$ cat config.mk
export PLATFORM = sky130hd
export DESIGN_NAME = ysyx_23060061_lsu
export DESIGN_NICKNAME = d
export VERILOG_FILES = /design/src/rtl/ysyx_23060061_lsu.sv
export SDC_FILE = /design/constraint.sdc
export NUM_CORES = 1
export LEC_CHECK = 0
export BUFFER_PORTS_ARGS = -buffer_cell sky130_fd_sc_hd__buf_2
export CAP_MARGIN = 20
export CORE_UTILIZATION = 35
export CTS_BUF_LIST = sky130_fd_sc_hd__clkbuf_2 sky130_fd_sc_hd__clkbuf_4 sky130_fd_sc_hd__clkbuf_8
export CTS_CLUSTER_SIZE = 8
export DETAILED_ROUTE_END_ITERATION = 8
export GPL_TIMING_DRIVEN = 1
export PLACE_DENSITY_LB_ADDON = 0.1
export SKIP_CTS_REPAIR_TIMING = 1
export SLEW_MARGIN = 20
export SYNTH_ARGS = -nofsm -noshare
export SYNTH_HDL_FRONTEND = slang
export SYNTH_SLANG_ARGS = --single-unit
$ cat constraint.sdc
create_clock -name clk -period 1.7 [get_ports clk]
set_input_delay 0.255 -clock clk [delete_from_list [all_inputs] [get_ports clk]]
set_output_delay 0.255 -clock clk [all_outputs]
set_load 0.1 [all_outputs]
$ cat src/rtl/ysyx_23060061_lsu.sv
// Load/store unit: one outstanding aligned word access per request, byte-strobed stores,
// sign/zero-extended loads, with an error path for illegal, misaligned or timed-out ops.
module ysyx_23060061_lsu #(
    parameter int unsigned TIMEOUT = 255
) (
    input  logic        clk,
    input  logic        rst,
    input  logic        in_valid,
    output logic        in_ready,
    input  logic [1:0]  in_memrw,
    input  logic [2:0]  in_funct3,
    input  logic [31:0] in_addr,
    input  logic [31:0] in_wdata,
    output logic        out_valid,
    input  logic        out_ready,
    output logic [31:0] out_rdata,
    output logic        out_err,
    output logic        mem_req_valid,
    input  logic        mem_req_ready,
    output logic [31:0] mem_addr,
    output logic        mem_wen,
    output logic [31:0] mem_wdata,
    output logic [3:0]  mem_wstrb,
    input  logic        mem_rsp_valid,
    input  logic [31:0] mem_rdata,
    output logic [1:0]  dbg_state
);
    // Handshakes: a transfer happens on a rising edge where valid && ready; the memory
    // response is a one-cycle pulse with no backpressure and is only sampled in WAIT.
    localparam logic [1:0] S_IDLE = 2'd0;
    localparam logic [1:0] S_REQ  = 2'd1;
    localparam logic [1:0] S_WAIT = 2'd2;
    localparam logic [1:0] S_DONE = 2'd3;

    logic [1:0]  state_q, state_d;
    logic [7:0]  cnt_q, cnt_d;
    logic        out_valid_q, out_valid_d;
    logic [31:0] out_rdata_q, out_rdata_d;
    logic        out_err_q, out_err_d;
    logic        req_valid_q, req_valid_d;
    logic [31:0] addr_q, addr_d;
    logic        wen_q, wen_d;
    logic [31:0] wdata_q, wdata_d;
    logic [3:0]  wstrb_q, wstrb_d;
    logic [2:0]  ld_f3_q, ld_f3_d;
    logic [1:0]  ld_off_q, ld_off_d;

    logic        is_load, is_store, f3_ok, misal;
    logic [31:0] st_wdata;
    logic [3:0]  st_wstrb;
    logic [7:0]  ld_byte;
    logic [15:0] ld_half;
    logic [31:0] ld_data;

    always_comb begin
        is_load  = (in_memrw == 2'b10);
        is_store = (in_memrw == 2'b01);
        f3_ok    = 1'b0;
        if (is_load) begin
            case (in_funct3)
                3'b000, 3'b001, 3'b010, 3'b100, 3'b101: f3_ok = 1'b1;
                default:                                f3_ok = 1'b0;
            endcase
        end else if (is_store) begin
            case (in_funct3)
                3'b000, 3'b001, 3'b010: f3_ok = 1'b1;
                default:                f3_ok = 1'b0;
            endcase
        end
        misal = ((in_funct3[1:0] == 2'b01) && in_addr[0]) ||
                ((in_funct3[1:0] == 2'b10) && (in_addr[1:0] != 2'b00));
        case (in_funct3[1:0])
            2'b00: begin
                st_wdata = {4{in_wdata[7:0]}};
                st_wstrb = 4'b0001 << in_addr[1:0];
            end
            2'b01: begin
                st_wdata = {2{in_wdata[15:0]}};
                st_wstrb = 4'b0011 << in_addr[1:0];
            end
            default: begin
                st_wdata = in_wdata;
                st_wstrb = 4'b1111;
            end
        endcase
    end

    always_comb begin
        ld_byte = mem_rdata[{ld_off_q, 3'b000} +: 8];
        ld_half = ld_off_q[1] ? mem_rdata[31:16] : mem_rdata[15:0];
        case (ld_f3_q)
            3'b000:  ld_data = {{24{ld_byte[7]}}, ld_byte};
            3'b001:  ld_data = {{16{ld_half[15]}}, ld_half};
            3'b100:  ld_data = {24'd0, ld_byte};
            3'b101:  ld_data = {16'd0, ld_half};
            default: ld_data = mem_rdata;
        endcase
    end

    always_comb begin
        state_d     = state_q;
        cnt_d       = cnt_q;
        out_valid_d = out_valid_q;
        out_rdata_d = out_rdata_q;
        out_err_d   = out_err_q;
        req_valid_d = req_valid_q;
        addr_d      = addr_q;
        wen_d       = wen_q;
        wdata_d     = wdata_q;
        wstrb_d     = wstrb_q;
        ld_f3_d     = ld_f3_q;
        ld_off_d    = ld_off_q;
        case (state_q)
            S_IDLE: begin
                if (in_valid) begin
                    if (in_memrw == 2'b00) begin
                        state_d     = S_DONE;
                        out_valid_d = 1'b1;
                        out_err_d   = 1'b0;
                        out_rdata_d = 32'd0;
                    end else if (!f3_ok || misal) begin
                        // Covers memrw==11 too: neither load nor store, so f3_ok stays 0.
                        state_d     = S_DONE;
                        out_valid_d = 1'b1;
                        out_err_d   = 1'b1;
                        out_rdata_d = 32'd0;
                    end else begin
                        state_d     = S_REQ;
                        req_valid_d = 1'b1;
                        addr_d      = {in_addr[31:2], 2'b00};
                        wen_d       = is_store;
                        wdata_d     = is_store ? st_wdata : 32'd0;
                        wstrb_d     = is_store ? st_wstrb : 4'b0000;
                        ld_f3_d     = in_funct3;
                        ld_off_d    = in_addr[1:0];
                    end
                end
            end
            S_REQ: begin
                if (mem_req_ready) begin
                    state_d     = S_WAIT;
                    req_valid_d = 1'b0;
                    cnt_d       = 8'd0;
                end
            end
            S_WAIT: begin
                if (mem_rsp_valid) begin
                    state_d     = S_DONE;
                    out_valid_d = 1'b1;
                    out_err_d   = 1'b0;
                    out_rdata_d = wen_q ? 32'd0 : ld_data;
                end else if (cnt_q == 8'(TIMEOUT)) begin
                    state_d     = S_DONE;
                    out_valid_d = 1'b1;
                    out_err_d   = 1'b1;
                    out_rdata_d = 32'd0;
                end else begin
                    cnt_d = cnt_q + 8'd1;
                end
            end
            default: begin
                if (out_ready) begin
                    state_d     = S_IDLE;
                    out_valid_d = 1'b0;
                end
            end
        endcase
    end

    always_ff @(posedge clk) begin
        if (rst) begin
            state_q     <= S_IDLE;
            cnt_q       <= 8'd0;
            out_valid_q <= 1'b0;
            out_rdata_q <= 32'd0;
            out_err_q   <= 1'b0;
            req_valid_q <= 1'b0;
            addr_q      <= 32'd0;
            wen_q       <= 1'b0;
            wdata_q     <= 32'd0;
            wstrb_q     <= 4'd0;
            ld_f3_q     <= 3'd0;
            ld_off_q    <= 2'd0;
        end else begin
            state_q     <= state_d;
            cnt_q       <= cnt_d;
            out_valid_q <= out_valid_d;
            out_rdata_q <= out_rdata_d;
            out_err_q   <= out_err_d;
            req_valid_q <= req_valid_d;
            addr_q      <= addr_d;
            wen_q       <= wen_d;
            wdata_q     <= wdata_d;
            wstrb_q     <= wstrb_d;
            ld_f3_q     <= ld_f3_d;
            ld_off_q    <= ld_off_d;
        end
    end

    assign in_ready      = (state_q == S_IDLE) && !rst;
    assign out_valid     = out_valid_q;
    assign out_rdata     = out_rdata_q;
    assign out_err       = out_err_q;
    assign mem_req_valid = req_valid_q;
    assign mem_addr      = addr_q;
    assign mem_wen       = wen_q;
    assign mem_wdata     = wdata_q;
    assign mem_wstrb     = wstrb_q;
    assign dbg_state     = state_q;
endmodule

==> impl_metrics.toml, run 1 <==
[run_status]
status = "finished with violations"
violations = "setup timing"

[sta]
fin_skew_ns = 0.0109
maxSlewViolCount = 0
rsz0062_at_grt = "true"
final.period_utilization_pct = 104
relSlewSlack_pct = 55.6
finalSetupTns_ns = -1.02
setup_viol = 31
timing.final.crit_period_ns = 1.77
holdWs_ns = 0.0602
final-hold-violation-count = 0
layout_setup_ws_ns = -0.0743
fmax_mhz = 564
tightestPinTransition_ns = 0.663

[critical_path]
r2r.worst_path.cells = 9
cp-end-kind = "primary output"
worst-setup-path-type = "reg2out"
arrival_ns = 1.52
cp.required_ns = 1.44
crit_path_max_fanout = 5
cp-start-kind = "flip-flop"

[route]
dr.pass1.iters = 7
ant_nets = 0
finalWirelength_mm = 17.3
post_drt_wl_per_cell_um = 15.9
drt_iter0_drc = 272
viasPerCell = 5.14
drc_errors = 0
route.vias.total = 5590

[clock_network]
clk_latency_ns = 0.43
cts.sink_count = 117
cts.path.max_buffers = 2
cts_tree = "yes"
clkSlewWorstSetupHoldPaths_ns = 0.07
cts_buffers = 17
cts.root.buffer_cell = "clkbuf_8"
ctsHtreeMaxLevel = 4

[synth]
yosysSeqAreaShare_pct = 45.1
synth_area_per_cell_um2 = 8.34
synth_seq_cells = 117
synth_area_leader_cell = "dfxtp_1"
yosys-top-cells-area = "dfxtp_1 (45%), nand2_1 (8.2%), mux2i_1 (6.4%)"
yosysUniqueCellTypes = 54
synth_edf_count = 0
synthFlopType = "dfxtp_1"
syn_area_um2 = 5190
synth_cells = 623
synth_top_area_share_pct = 45.1
ys_warn_count = 0
async_reset_ff_share_pct = 0

[pwr]
power_mw = 9.98
power.leakage_nw = 3.48
power-per-cell-area_nw_per_um2 = 1250
peakVddDrop_v = 0.000665

[layout]
drive_above_1_share_pct = 46.2
antenna_cells = 0
fin_util_pct = 55.1
fin_nets = 1003
area_delta_synth_final_pct = 54.1

[grt]
antenna_found_initial = 0
grt_pass1_vias = 5110
grt.total_usage_pct = 21.3
grt_overflow_total = 0
grt_max_degree = 52
grt_pass1_wl_mm = 25.0

[floorplan]
die_w_um = 124
die_area_um2 = 15300
ios = 214
core_um2 = 14500
start_util_pct = 35.7
die_h_um = 124
fp-row-count = 44

[placement]
gp_congestion = 0.860
port_buffers = 211
dp_hpwl_mm = 11.8
place_ws_ns = -0.0323

[run]
cap_viol_max_count = 0

[worst_hold_path]
whs_path_depth = 3
min_path_type = "in2reg"
state kept, by name (all words and copies together), names as in the netlist:
signal and flops:
out_valid 1, mem_req_valid 1, out_err 1, cnt_q 8
mem_wstrb 4, out_rdata 32, ld_off_q 2, mem_wen 1
ld_f3_q 3, dbg_state 2, mem_addr 30, mem_wdata 32
cell usage after synthesis (all sizes together) (9+ instances only):
library cell,instances
dfxtp,117
mux2i,33
o221ai,9
a21oi,60
buf,27
o31ai,19
clkbuf,16
nor2,56
nand2,115
nand3,45
o21ai,47
final timing paths:
path / start / end / slack (ns)
worst max-delay path: dbg_state[1] / in_ready / -0.07
worst min-delay path: in_addr[12] / mem_addr[12] / 0.06
worst max register to register: dbg_state[1] / out_rdata[10] / -0.06
worst min register to register: mem_wdata[31] / mem_wdata[31] / 0.44
critical path, stage by stage (launching register included):
cell and delay (ns):
dfxtp_4 0.37, inv_4 0.07, ha_4 0.17, buf_6 0.11, clkinvlp_4 0.10, nor2_4 0.11
buf_12 0.18
through the flow:
stage | cell area (um2) | instances
6_report | 8010 | 1087
5_1_grt | 8010 | 1087
4_1_cts | 7440 | 1067
3_5_place_dp | 7060 | 1036
3_3_place_gp | 7060 | 1036
2_1_floorplan | 5450 | 624
logic make-up after synthesis:
family          after synthesis  share of synthesized area (%)
fa+ha+maj                     5                           1.20
simple gates                249                           21.4
compound gates              159                           20.1
other cells                   1                         0.0722
flops                       117                           45.1
xor+xnor                      6                           1.01
mux                          34                           6.58
buf+inv                      52                           4.53
cells in the final DEF (no fill, tap or decap), types with 4 or more instances in the layout:
master / count
o41ai_2: 8
nand3_1: 18
o221ai_2: 4
buf_12: 11
buf_4: 52
buf_2: 210
buf_6: 11
nand4_1: 5
nor2_1: 54
nor3_1: 8
o31ai_2: 13
dfxtp_1: 112
nand3_2: 25
clkinvlp_4: 5
o221ai_1: 5
clkbuf_16: 6
o21ai_0: 15
o21ai_1: 29
mux2i_1: 32
nand2_1: 114
a21oi_1: 57
xnor2_1: 6
clkbuf_8: 18
final cells by class:
type / count / area, um2
Multi-Input combinational cell: 455 / 3040
Clock buffer: 19 / 255
Clock inverter: 12 / 131
Timing Repair Buffer: 291 / 1950
Sequential cell: 117 / 2350
Inverter: 9 / 42.5
Tap cell: 184 / 230
Fill cell: 1374 / 6530
per-layer routing:
metal	wire length [um]	share of wire, %	vias up	GRT usage (%)
met2	8560	49	191	34.2
li1	-	-	2733	-
met4	204	1.2	0	6.40
met5	0	0	-	0
met1	7320	42	2646	26.5
met3	1220	7.0	20	7.51
where the power goes:
part	leakage [nW]	switching, mW	internal [mW]
clock	0.187	1.15	1.35
sequential	0.947	0.107	2.90
combinational	2.35	2.69	1.79
total	3.48	3.94	6.04
(Power assumes the default switching activity.)
==> inputs of run 2 (changes only) <==
--- a/config.mk
+++ b/config.mk
@@ -14,6 +14,7 @@
 export GPL_TIMING_DRIVEN = 1
 export PLACE_DENSITY_LB_ADDON = 0.1
 export SKIP_CTS_REPAIR_TIMING = 1
+export SKIP_LAST_GASP = 1
 export SLEW_MARGIN = 20
 export SYNTH_ARGS = -nofsm -noshare
 export SYNTH_HDL_FRONTEND = slang
==> impl_metrics.toml, run 2 (synthesis results as in run 1) <==
[critical_path]
cp-end-kind = "primary output"
startpoint = "dbg_state[1]"
crit_path_max_fanout = 5
arrival_ns = 1.52
worst-setup-path-type = "reg2out"
reg2reg_from = "dbg_state[1]"
cp.required_ns = 1.44
cp-start-kind = "flip-flop"

[route]
finalWirelength_mm = 17.3
dr.pass1.iters = 5
drc_errors = 0
viasPerCell = 5.11
drt_iter0_drc = 299
route.vias.total = 5560
ant_nets = 0
post_drt_wl_per_cell_um = 15.9

[grt]
grt_max_degree = 52
antenna_found_initial = 0
grt_pass1_wl_mm = 25.0
grt_pass1_vias = 5110
grt_overflow_total = 0
grt.total_usage_pct = 21.3

[floorplan]
die_h_um = 124
start_util_pct = 35.7
core_um2 = 14500
die_w_um = 124
ios = 214
die_area_um2 = 15300
fp-row-count = 44

[worst_hold_path]
min_path_type = "in2reg"
min-delay-start = "in_addr[12]"

[layout]
layout_common_cells = "buf_2 (210), nand2_1 (114), dfxtp_1 (112)"
fin_nets = 1003
drive_above_1_share_pct = 46.1
fill_cells = 1383
antenna_cells = 0
area_delta_synth_final_pct = 53.7
final_common_cell = "buf_2"

[run_status]
violations = "setup timing"
status = "finished with violations"

[sta]
rsz0062_at_grt = "true"
fin_skew_ns = 0.0115
final.period_utilization_pct = 104
finalSetupTns_ns = -0.985
final-hold-violation-count = 0
maxSlewViolCount = 0
tightestPinTransition_ns = 0.647
fmax_mhz = 563
layout_setup_ws_ns = -0.0761
setup_viol = 30
timing.final.crit_period_ns = 1.78
relSlewSlack_pct = 56.7

[clock_network]
cts.root.buffer_cell = "clkbuf_8"
ctsHtreeMaxLevel = 4
cts_tree = "yes"
clkSlewWorstSetupHoldPaths_ns = 0.07
clk_latency_ns = 0.43
cts.path.max_buffers = 2
cts.sink_count = 117
cts_buffers = 17

[pwr]
power_mw = 9.94
pwr-share-clk_pct = 25.2
peakVddDrop_v = 0.000664
switching_share_pct = 39.5
power-per-cell-area_nw_per_um2 = 1250
p_seq_share_pct = 30.2
internal_power_mw = 6.02
switching_power_mw = 3.93
power.leakage_nw = 3.48
pwr-share-comb_pct = 44.6

[placement]
gp_congestion = 0.860
port_buffers = 211
place_ws_ns = -0.0323
dp_hpwl_mm = 11.8

[run]
cap_viol_max_count = 0
run 2: cell count changes in the layout (fill, tap and decap cells not counted):
cell / previous run / this run
buf_6: 11 / 12
o21ai_0: 15 / 16
buf_8: 1 / 0
a21oi_4: 1 / 0
a21oi_1: 57 / 58
o31ai_2: 13 / 14
o21ai_1: 29 / 28
o31ai_4: 3 / 2
run 2: critical path, stage by stage (launching register included):
cell	delay [ns]
dfxtp_4	0.37
inv_4	0.07
ha_4	0.17
buf_6	0.11
clkinvlp_4	0.10
nor2_4	0.11
buf_12	0.18
run 2: power by group through the flow:
stage / combinational (mW) / sequential, mW / clock, mW
floorplan: 1.55 / 3.96 / 0
finish: 4.43 / 3.00 / 2.51
global placement: 3.36 / 3.06 / 0
detailed placement: 3.42 / 3.06 / 0
CTS: 3.43 / 3.00 / 2.58
global route: 4.67 / 3.02 / 2.70
run 2: layer usage:
layer  wire length, um  share of wire (%)  track usage (%)  up-vias
met5                 0                  0                0        -
met4               218                1.3             6.40        0
met3              1120                6.5             7.51       19
met2              8580                 50             34.2      176
met1              7400                 43             26.5     2635
li1                  -                  -                -     2730
run 2: through the flow:
| step | area, um2 | utilization [%] | std cells | hold slack (ns) |
|---|---|---|---|---|
| finish | 7980 | 54.9 | 1087 | 0.0584 |
| global route | 7980 | 54.9 | 1087 | 0.0320 |
| CTS | 7440 | 51.2 | 1067 | 0.0197 |
| detailed placement | 7060 | 48.6 | 1036 | 0.436 |
| global placement | 7060 | 48.6 | 1036 | 0.432 |
| floorplan | 5450 | - | 624 | 0.391 |
run 2: final cells by class:
| type | instances | area [um2] | area share, % |
|---|---|---|---|
| Clock buffer | 19 | 255 | 3.20 |
| Clock inverter | 12 | 131 | 1.65 |
| Inverter | 9 | 42.5 | 0.533 |
| Multi-Input combinational cell | 455 | 3020 | 37.9 |
| Sequential cell | 117 | 2350 | 29.5 |
| Tap cell | 184 | 230 | 2.88 |
| Timing Repair Buffer | 291 | 1950 | 24.4 |
run 2: path summary, 6_finish.rpt:
| kind | cells past startpoint | slack, ns | endpoint |
|---|---|---|---|
| worst min-delay path | 3 | 0.06 | mem_addr[12] |
| worst min register to register | 2 | 0.44 | mem_wdata[31] |
| worst max-delay path | 6 | -0.08 | in_ready |
| worst max register to register | 9 | -0.06 | out_rdata[10] |
==> inputs of run 3 (changes only) <==
--- a/config.mk
+++ b/config.mk
@@ -7,7 +7,7 @@
 export LEC_CHECK = 0
 export BUFFER_PORTS_ARGS = -buffer_cell sky130_fd_sc_hd__buf_2
 export CAP_MARGIN = 20
-export CORE_UTILIZATION = 35
+export CORE_UTILIZATION = 34
 export CTS_BUF_LIST = sky130_fd_sc_hd__clkbuf_2 sky130_fd_sc_hd__clkbuf_4 sky130_fd_sc_hd__clkbuf_8
 export CTS_CLUSTER_SIZE = 8
 export DETAILED_ROUTE_END_ITERATION = 8
==> impl_metrics.toml, run 3 (synthesis results as in run 1) <==
[clock_network]
cts.path.max_buffers = 2
ctsHtreeMaxLevel = 4
clkSlewWorstSetupHoldPaths_ns = 0.08
cts_buffers = 17
cts_tree = "yes"
clk_latency_ns = 0.44
cts.sink_count = 117
cts.root.buffer_cell = "clkbuf_8"

[route]
finalWirelength_mm = 17.4
dr.pass1.iters = 7
drt_iter0_drc = 267
viasPerCell = 5.07
drc_errors = 7
post_drt_wl_per_cell_um = 15.9
route.vias.total = 5527
ant_nets = 0

[pwr]
power_mw = 10.7
power.leakage_nw = 3.54
peakVddDrop_v = 0.000582
power-per-cell-area_nw_per_um2 = 1310

[sta]
rsz0062_at_grt = "true"
final.period_utilization_pct = 110
relSlewSlack_pct = 64.5
layout_setup_ws_ns = -0.166
tightestPinTransition_ns = 0.533
finalSetupTns_ns = -1.67
fin_skew_ns = 0.00988
holdWs_ns = 0.0445
final-hold-violation-count = 0
fmax_mhz = 536
timing.final.crit_period_ns = 1.87
setup_viol = 32
maxSlewViolCount = 0

[critical_path]
crit_path_max_fanout = 4
cp-start-kind = "flip-flop"
slowest_stage = "dfxtp_4"
cp-end-kind = "primary output"
r2r.worst_path.cells = 10
arrival_ns = 1.61
cp.required_ns = 1.44
cpPeakStageDelay_ns = 0.36
cp_cell_sequence = "inv_4 -> ha_4 -> buf_6 -> clkinvlp_4 -> nor2_4 -> buf_12"
worst-setup-path-type = "reg2out"

[grt]
grt.total_usage_pct = 21.0
antenna_found_initial = 1
grt_pass1_vias = 5287
grt_max_degree = 47
grt_overflow_total = 0
grt_pass1_wl_mm = 26.4

[layout]
design_area_um2 = 8170
final_common_cell = "buf_2"
layout_common_cells = "buf_2 (210), nand2_1 (114), dfxtp_1 (114)"
fin_nets = 1006
drive_above_1_share_pct = 45.5
area_delta_synth_final_pct = 57.2
antenna_cells = 0

[worst_hold_path]
min_path_type = "in2reg"
whs_path_depth = 3

[run_status]
violations = "DRC, setup timing"
status = "finished with violations"

[placement]
place_area_um2 = 7060
port_buffers = 211
gp_congestion = 0.838
dp_hpwl_mm = 12.2
place_ws_ns = -0.0817

[run]
cap_viol_max_count = 0

[floorplan]
core_um2 = 14700
die_h_um = 126
fp-row-count = 44
ios = 214
die_area_um2 = 15800
die_w_um = 126
start_util_pct = 35.3
## run 3: cell types whose count changed in the layout (fill, tap and decap cells not counted), sizes merged
cell / previous run / this run
clkinvlp: 5 / 3
buf: 285 / 290
bufinv: 2 / 5
clkbuf: 25 / 23
## run 3: layer usage
metal | GRT usage, % | part of all wire (%) | up-vias
met2 | 33.9 | 48 | 177
met3 | 7.31 | 6.9 | 28
met5 | 0 | 0.046 | -
met1 | 26.0 | 43 | 2579
li1 | - | - | 2741
met4 | 7.60 | 2.0 | 2
## run 3: per-stage QoR
step / utilization (%) / cells
5_1_grt: 55.6 / 1091
4_1_cts: 51.1 / 1071
6_report: 55.6 / 1091
3_3_place_gp: 48.0 / 1039
3_5_place_dp: 48.0 / 1039
2_1_floorplan: - / 624
## run 3: path summary, 6_finish.rpt
kind              slack, ns     startpoint            end
setup / recovery      -0.17   dbg_state[0]       in_ready
hold / removal         0.04     in_addr[6]    mem_addr[6]
setup reg to reg      -0.14   dbg_state[0]        out_err
hold reg to reg        0.45  mem_wdata[15]  mem_wdata[15]
## run 3: power by group
part	switching (mW)	leakage, nW	internal [mW]
logic	2.78	2.37	1.92
clock network	1.19	0.229	1.80
registers	0.102	0.947	2.90
## run 3: area by class of cell
type                    count  area (um2)
flip-flops and latches    117        2350
clock buffers              19         255
multi-input cells         455        3150
fillers                  1349        6530
repair buffers            294        1930
clock inverters            13         204
well taps                 184         230
inverters                   9        42.5
## run 3: worst max-delay path, delay by kind of cell (launching register included)
kind	cells	cell delay [ns]
and+or+nand+nor	1	0.14
buffers and inverters	4	0.51
adders and majority gates	1	0.16
DFF	1	0.36
